$ cat config.mk
export PLATFORM = sky130hd
export DESIGN_NAME = ring_hop_sequencer_flat
export DESIGN_NICKNAME = d
export VERILOG_FILES = /design/src/rtl/ring_hop_sequencer_if.sv /design/src/rtl/ring_hop_sequencer.sv /design/src/flat_wrapper.sv
export SDC_FILE = /design/constraint.sdc
export NUM_CORES = 1
export LEC_CHECK = 0
export ABC_CLOCK_PERIOD_IN_PS = 5850
export BUFFER_PORTS_ARGS = -buffer_cell sky130_fd_sc_hd__buf_2
export CAP_MARGIN = 20
export CORE_ASPECT_RATIO = 1.4
export CORE_MARGIN = 2
export CORE_UTILIZATION = 30
export DETAILED_ROUTE_END_ITERATION = 8
export HOLD_SLACK_MARGIN = 0.12
export SLEW_MARGIN = 20
export SYNTH_ARGS = -nofsm -noshare
export SYNTH_HDL_FRONTEND = slang
export SYNTH_SLANG_ARGS = --single-unit
$ cat constraint.sdc
create_clock -name clk_i -period 5.85 [get_ports clk_i]
set_clock_uncertainty 0.15 [all_clocks]
set_input_delay 1.17 -clock clk_i [delete_from_list [all_inputs] [get_ports clk_i]]
set_output_delay 1.17 -clock clk_i [all_outputs]
set_load 0.1 [all_outputs]
$ cat src/rtl/ring_hop_sequencer_if.sv
// Request/response, router-configuration and beat-strobe bundle of the ring hop sequencer.
// master = requester/ring side, slave = the sequencer.
interface ring_hop_sequencer_if #(
    parameter int NrClusters = 4,
    parameter int MaxBeats   = 256,
    parameter int BeatW      = $clog2(MaxBeats + 1),
    parameter int HopW       = $clog2(NrClusters)
);
    logic                  req_valid_i;
    logic                  req_ready_o;
    logic                  req_dir_i;
    logic [HopW-1:0]       req_hops_i;
    logic [BeatW-1:0]      req_beats_i;
    logic [NrClusters-1:0] req_active_i;
    logic [NrClusters-1:0] conf_valid_o;
    logic                  dir_o;
    logic [NrClusters-1:0] bypass_o;
    logic [NrClusters-1:0] sldu_rx_i;
    logic                  busy_o;
    logic                  rsp_valid_o;
    logic                  rsp_ready_i;
    logic                  rsp_err_o;

    modport master (
        output req_valid_i, req_dir_i, req_hops_i, req_beats_i, req_active_i,
        output sldu_rx_i, rsp_ready_i,
        input  req_ready_o, conf_valid_o, dir_o, bypass_o, busy_o, rsp_valid_o, rsp_err_o
    );

    modport slave (
        input  req_valid_i, req_dir_i, req_hops_i, req_beats_i, req_active_i,
        input  sldu_rx_i, rsp_ready_i,
        output req_ready_o, conf_valid_o, dir_o, bypass_o, busy_o, rsp_valid_o, rsp_err_o
    );
endinterface

$ cat src/rtl/ring_hop_sequencer.sv
// Ring hop sequencer: runs a multi-hop slide as single-hop passes, configuring routers and counting beats.
// Latency: accept t, conf pulse t+1, counting from t+2, response the cycle after a final pass completes.
// Backpressure: one op in flight, req_ready_o only in IDLE; response held until rsp_ready_i. Watchdog: RING_HOP_SEQ_TIMEOUT_EN.
module ring_hop_sequencer #(
    parameter int NrClusters = 4,
    parameter int MaxBeats   = 256,
    parameter int BeatW      = $clog2(MaxBeats + 1),
    parameter int HopW       = $clog2(NrClusters)
`ifdef RING_HOP_SEQ_TIMEOUT_EN
    ,
    parameter int TimeoutCycles = 1024
`endif
) (
    input  logic                clk_i,
    input  logic                rst_i,
    ring_hop_sequencer_if.slave bus
);
    typedef enum logic [1:0] {IDLE, CONFIG, RUN, RESP} state_e;

    state_e                           state_q, state_d;
    logic                             dir_q, dir_d;
    logic [NrClusters-1:0]            bypass_q, bypass_d;
    logic [HopW-1:0]                  hops_q, hops_d;
    logic [BeatW-1:0]                 beats_q, beats_d;
    logic [NrClusters-1:0]            active_q, active_d;
    logic [HopW-1:0]                  pass_cnt_q, pass_cnt_d;
    logic                             err_q, err_d;
    logic [NrClusters-1:0][BeatW-1:0] rx_cnt_q, rx_cnt_d;
    logic [HopW-1:0]                  pass_nxt;
    logic                             pass_done;
`ifdef RING_HOP_SEQ_TIMEOUT_EN
    localparam int WdW = $clog2(TimeoutCycles + 1);
    logic [WdW-1:0]                   wdog_q, wdog_d;
    logic                             any_rx;
`endif

    always_comb begin
        state_d    = state_q;
        dir_d      = dir_q;
        bypass_d   = bypass_q;
        hops_d     = hops_q;
        beats_d    = beats_q;
        active_d   = active_q;
        pass_cnt_d = pass_cnt_q;
        err_d      = err_q;
        rx_cnt_d   = rx_cnt_q;
        pass_nxt   = pass_cnt_q + HopW'(1);
        pass_done  = 1'b1;
`ifdef RING_HOP_SEQ_TIMEOUT_EN
        wdog_d     = wdog_q;
        any_rx     = |(bus.sldu_rx_i & active_q);
`endif
        case (state_q)
            IDLE: begin
                if (bus.req_valid_i) begin
                    hops_d     = bus.req_hops_i;
                    beats_d    = bus.req_beats_i;
                    active_d   = bus.req_active_i;
                    pass_cnt_d = '0;
                    err_d      = 1'b0;
                    rx_cnt_d   = '0;
                    if (bus.req_hops_i == '0 || bus.req_active_i == '0) begin
                        state_d = RESP;
                        err_d   = (bus.req_active_i == '0);
                    end else begin
                        // Router config only changes on the way into CONFIG, so it holds across ops without passes.
                        dir_d    = bus.req_dir_i;
                        bypass_d = ~bus.req_active_i;
                        state_d  = CONFIG;
                    end
                end
            end
            CONFIG: begin
                state_d = RUN;
`ifdef RING_HOP_SEQ_TIMEOUT_EN
                wdog_d  = '0;
`endif
            end
            RUN: begin
                for (int k = 0; k < NrClusters; k++) begin
                    if (bus.sldu_rx_i[k]) begin
                        if (active_q[k] && rx_cnt_q[k] != beats_q) begin
                            rx_cnt_d[k] = rx_cnt_q[k] + BeatW'(1);
                        end else begin
                            err_d = 1'b1;
                        end
                    end
                end
                // Completion counts a beat landing in this same cycle.
                for (int k = 0; k < NrClusters; k++) begin
                    if (active_q[k] && rx_cnt_d[k] != beats_q) begin
                        pass_done = 1'b0;
                    end
                end
                if (pass_done) begin
                    pass_cnt_d = pass_nxt;
                    rx_cnt_d   = '0;
                    state_d    = (pass_nxt == hops_q) ? RESP : CONFIG;
                end
`ifdef RING_HOP_SEQ_TIMEOUT_EN
                wdog_d = any_rx ? '0 : wdog_q + WdW'(1);
                if (!pass_done && !any_rx && wdog_d == WdW'(TimeoutCycles)) begin
                    state_d  = RESP;
                    err_d    = 1'b1;
                    rx_cnt_d = '0;
                end
`endif
            end
            RESP: begin
                if (bus.rsp_ready_i) begin
                    state_d = IDLE;
                end
            end
            default: state_d = IDLE;
        endcase
    end

    always_ff @(posedge clk_i or posedge rst_i) begin
        if (rst_i) begin
            state_q    <= IDLE;
            dir_q      <= 1'b0;
            bypass_q   <= '0;
            hops_q     <= '0;
            beats_q    <= '0;
            active_q   <= '0;
            pass_cnt_q <= '0;
            err_q      <= 1'b0;
            rx_cnt_q   <= '0;
`ifdef RING_HOP_SEQ_TIMEOUT_EN
            wdog_q     <= '0;
`endif
        end else begin
            state_q    <= state_d;
            dir_q      <= dir_d;
            bypass_q   <= bypass_d;
            hops_q     <= hops_d;
            beats_q    <= beats_d;
            active_q   <= active_d;
            pass_cnt_q <= pass_cnt_d;
            err_q      <= err_d;
            rx_cnt_q   <= rx_cnt_d;
`ifdef RING_HOP_SEQ_TIMEOUT_EN
            wdog_q     <= wdog_d;
`endif
        end
    end

    assign bus.req_ready_o  = (state_q == IDLE);
    assign bus.busy_o       = (state_q != IDLE);
    assign bus.conf_valid_o = {NrClusters{state_q == CONFIG}};
    assign bus.dir_o        = dir_q;
    assign bus.bypass_o     = bypass_q;
    assign bus.rsp_valid_o  = (state_q == RESP);
    assign bus.rsp_err_o    = err_q;
endmodule

$ cat src/flat_wrapper.sv
// flat-port wrapper written by rule: the top's interface ports become plain ports
module ring_hop_sequencer_flat 
#(
    parameter int NrClusters = 4,
    parameter int MaxBeats   = 256,
    parameter int BeatW      = $clog2(MaxBeats + 1),
    parameter int HopW       = $clog2(NrClusters)

)
  (clk_i, rst_i, bus_req_valid_i, bus_req_dir_i, bus_req_hops_i, bus_req_beats_i, bus_req_active_i, bus_sldu_rx_i, bus_rsp_ready_i, bus_req_ready_o, bus_conf_valid_o, bus_dir_o, bus_bypass_o, bus_busy_o, bus_rsp_valid_o, bus_rsp_err_o);
  ring_hop_sequencer_if #(.NrClusters(NrClusters), .MaxBeats(MaxBeats), .BeatW(BeatW), .HopW(HopW)) bus_i ();
  input  logic clk_i;
  input  logic rst_i;
  input wire logic [$bits(bus_i.req_valid_i)-1:0] bus_req_valid_i;
  input wire logic [$bits(bus_i.req_dir_i)-1:0] bus_req_dir_i;
  input wire logic [$bits(bus_i.req_hops_i)-1:0] bus_req_hops_i;
  input wire logic [$bits(bus_i.req_beats_i)-1:0] bus_req_beats_i;
  input wire logic [$bits(bus_i.req_active_i)-1:0] bus_req_active_i;
  input wire logic [$bits(bus_i.sldu_rx_i)-1:0] bus_sldu_rx_i;
  input wire logic [$bits(bus_i.rsp_ready_i)-1:0] bus_rsp_ready_i;
  output wire logic [$bits(bus_i.req_ready_o)-1:0] bus_req_ready_o;
  output wire logic [$bits(bus_i.conf_valid_o)-1:0] bus_conf_valid_o;
  output wire logic [$bits(bus_i.dir_o)-1:0] bus_dir_o;
  output wire logic [$bits(bus_i.bypass_o)-1:0] bus_bypass_o;
  output wire logic [$bits(bus_i.busy_o)-1:0] bus_busy_o;
  output wire logic [$bits(bus_i.rsp_valid_o)-1:0] bus_rsp_valid_o;
  output wire logic [$bits(bus_i.rsp_err_o)-1:0] bus_rsp_err_o;
  assign bus_i.req_valid_i = bus_req_valid_i;
  assign bus_i.req_dir_i = bus_req_dir_i;
  assign bus_i.req_hops_i = bus_req_hops_i;
  assign bus_i.req_beats_i = bus_req_beats_i;
  assign bus_i.req_active_i = bus_req_active_i;
  assign bus_i.sldu_rx_i = bus_sldu_rx_i;
  assign bus_i.rsp_ready_i = bus_rsp_ready_i;
  assign bus_req_ready_o = bus_i.req_ready_o;
  assign bus_conf_valid_o = bus_i.conf_valid_o;
  assign bus_dir_o = bus_i.dir_o;
  assign bus_bypass_o = bus_i.bypass_o;
  assign bus_busy_o = bus_i.busy_o;
  assign bus_rsp_valid_o = bus_i.rsp_valid_o;
  assign bus_rsp_err_o = bus_i.rsp_err_o;
  ring_hop_sequencer #(.NrClusters(NrClusters), .MaxBeats(MaxBeats), .BeatW(BeatW), .HopW(HopW)) u_core (.clk_i(clk_i), .rst_i(rst_i), .bus(bus_i));
endmodule
==> metrics.txt <==
status=completed; CP arrival=4.46 ns; WS Path Type=register to register; Synthesis Warnings=0; Max Slew Vio Count=0; Die Footprint=~17,000 µm²; IO buf count=36; Num CTS Buffers=9; R2R cell count=9; Power Density=521 nW/µm²; cts hold-fix bufs=0; FMAX=227 MHz; final wirelength=12.5 mm; worst vdd ir=527 µV; CTS Root Cell=clkbuf_16; Reg2Reg Launch Point=u_core.beats_q[8]; Syn Inst Count=558; worst-path fanout max=about 50; Site Rows=53; required time worst endpoint=just under 6 ns; clk_lat worst skew=~0.33 ns; Setup TNS=0 ns; Area growth syn-to-layout=12.3%; GRT overflow=0; synthesized area per cell=8.36 µm²; CTS Buffer Depth=2; crit path from=u_core.beats_q[8]; flop-to-flop setup slack=1.45 ns; Synth cell types=between 60 and 70; nets@finish=~600; routed length per instance=16.3 µm; number of max-cap violations=0; initial antenna violation count=0; Clock Sink Count=61; post-DP HPWL=9.20 mm; Post-synth ARST share=100%; worst hold stages=2; first-pass GRT wire length=a little over 20 mm; GP Congestion=0.871; Syn Nets=586; Resized Gates After CTS=0; Final WS setup=1.45 ns; CP Capture Point=u_core.rx_cnt_q[9]; postcts setup bufs=0; Final Cycle Share=75.2%; Crit. End Element=register; Post-Syn Area=4670 µm²; LEAKAGE=2.23 nW; pin count of the biggest net entering global routing=62; Die X=109 µm; Synth Register Bits=between 60 and 70; Total GRT Usage=16.1%; Initial DRC Count=213; # DRC=0; post-route antenna net violation count=0; DP Worst Slack=1.40 ns; r2r endpoint=u_core.rx_cnt_q[9]; Initial Util=30.9%; Vias=~4,200; core footprint=15,100 µm²; Tmin final=4.40 ns; HP Class=register to register; Fin. Hold Viols=0; Slew @ Worst Pin=a little over 0.9 ns; vias per cell=approximately 5.5; CTS tree=built; slew margin rel.=38.2%; sequential area share after synthesis=32.7%; share of cells above drive strength 1=~16%; # setup viols final=0; drt pass-1 iters=5; Antenna Cells=0; RSZ-0062 raised after global routing=false; # IOs=37; htree depth=3; die height=152 µm; crit path launch type=register; Top FF cell, synth=dfrtp_1; Clock transition at path regs=0.05 ns; number of global-route vias before repair=4,185; EDFF count, synth=0
[critical path: stages (launching register included)]
cell,delay [ns]
dfrtp_1,0.61
xor2_1,0.20
or4_4,0.56
o31ai_1,0.54
mux2i_1,0.27
nor2_1,0.08
o41ai_2,0.41
a41o_2,0.88
nor2_1,0.24
mux2_2,0.33
[synthesized netlist by cell type (8+ instances only)]
cell type / n / share of area (%)
buf_4: 8 / 1.3
o21ai_0: 27 / 2.9
nand2_1: 67 / 5.4
xor2_1: 31 / 5.8
nand3_1: 24 / 2.6
o21ai_1: 20 / 2.1
inv_1: 14 / 1.1
a31oi_1: 10 / 1.3
a22o_1: 10 / 1.9
nand4_1: 9 / 1.2
and2_1: 11 / 1.5
nor2_1: 47 / 3.8
dfrtp_1: 61 / 33
buf_2: 10 / 1.1
nor3_1: 17 / 1.8
mux2_2: 16 / 3.9
xnor2_1: 28 / 5.3
clkbuf_1: 18 / 1.4
a21oi_1: 16 / 1.7
[power by group]
| part | internal [mW] | switching, mW | total (mW) |
|---|---|---|---|
| registers | 0.526 | 0.238 | 0.764 |
| clock network | 0.396 | 0.184 | 0.580 |
| logic | 0.451 | 0.935 | 1.39 |
[state kept, by name, indices dropped and copies added (netlist names)]
name	flops
u_core.bus.dir_o	1
u_core.bus.rsp_err_o	1
u_core.bus.bypass_o	4
u_core.rx_cnt_q	36
u_core.pass_cnt_q	2
u_core.state_q	2
u_core.beats_q	9
u_core.active_q	4
u_core.hops_q	2
[per-layer routing]
metal  wire length, µm  part of all wire [%]  global-route usage (%)
met1              5080                    41                    18.6
met2              6270                    50                    27.7
met3               590                   4.7                    2.40
met4               599                   4.8                    9.68
met5                 0                     0                       0
[layout make-up]
cell class / count / area [µm²]
Clock buffer: 13 / 260
Tap cell: 192 / 240
Sequential cell: 61 / 1530
Clock inverter: 3 / 67.6
Fill cell: 1586 / 9880
Inverter: 14 / 52.6
Timing Repair Buffer: 38 / 195
Multi-Input combinational cell: 446 / 2900
[metrics by stage]
stage	instances	utilization [%]	hold slack [ns]	total power [mW]	area [µm²]
final	767	34.7	0.338	2.73	5240
after global routing	767	34.7	0.365	2.91	5240
after CTS	767	34.7	0.337	2.74	5240
after detailed placement	751	32.5	0.324	2.15	4910
after global placement	751	32.5	0.312	2.12	4910
after floorplan	558	-	0.343	1.87	4670
[worst min-delay path by stage]
stage / start / to / slack (ns)
finish: u_core.bus.bypass_o[2] / u_core.bus.bypass_o[2] / 0.34
global route: u_core.bus.rsp_err_o / u_core.bus.rsp_err_o / 0.37
CTS: u_core.bus.bypass_o[2] / u_core.bus.bypass_o[2] / 0.34
detailed placement: u_core.bus.bypass_o[2] / u_core.bus.bypass_o[2] / 0.32
global placement: u_core.bus.bypass_o[1] / u_core.bus.bypass_o[1] / 0.31
floorplan: u_core.rx_cnt_q[17] / u_core.rx_cnt_q[17] / 0.34
[cell usage in the layout, fill, tap and decap left out, drive strengths merged, types with 11 or more instances in the layout]
master	count
a21oi	16
and2	11
buf	38
clkbuf	13
dfrtp	61
inv	14
mux2	16
nand2	67
nand3	24
nor2	47
nor3	18
o21ai	47
xnor2	28
xor2	32
[logic make-up after synthesis]
logic type | share of synthesized area (%)
mux | 4.51
buf+inv | 5.18
compound gates | 21.1
simple gates | 24.1
flops | 32.7
xor+xnor | 11.4
fa+ha+maj | 1.07
Power figures use the tool's default switching activity.
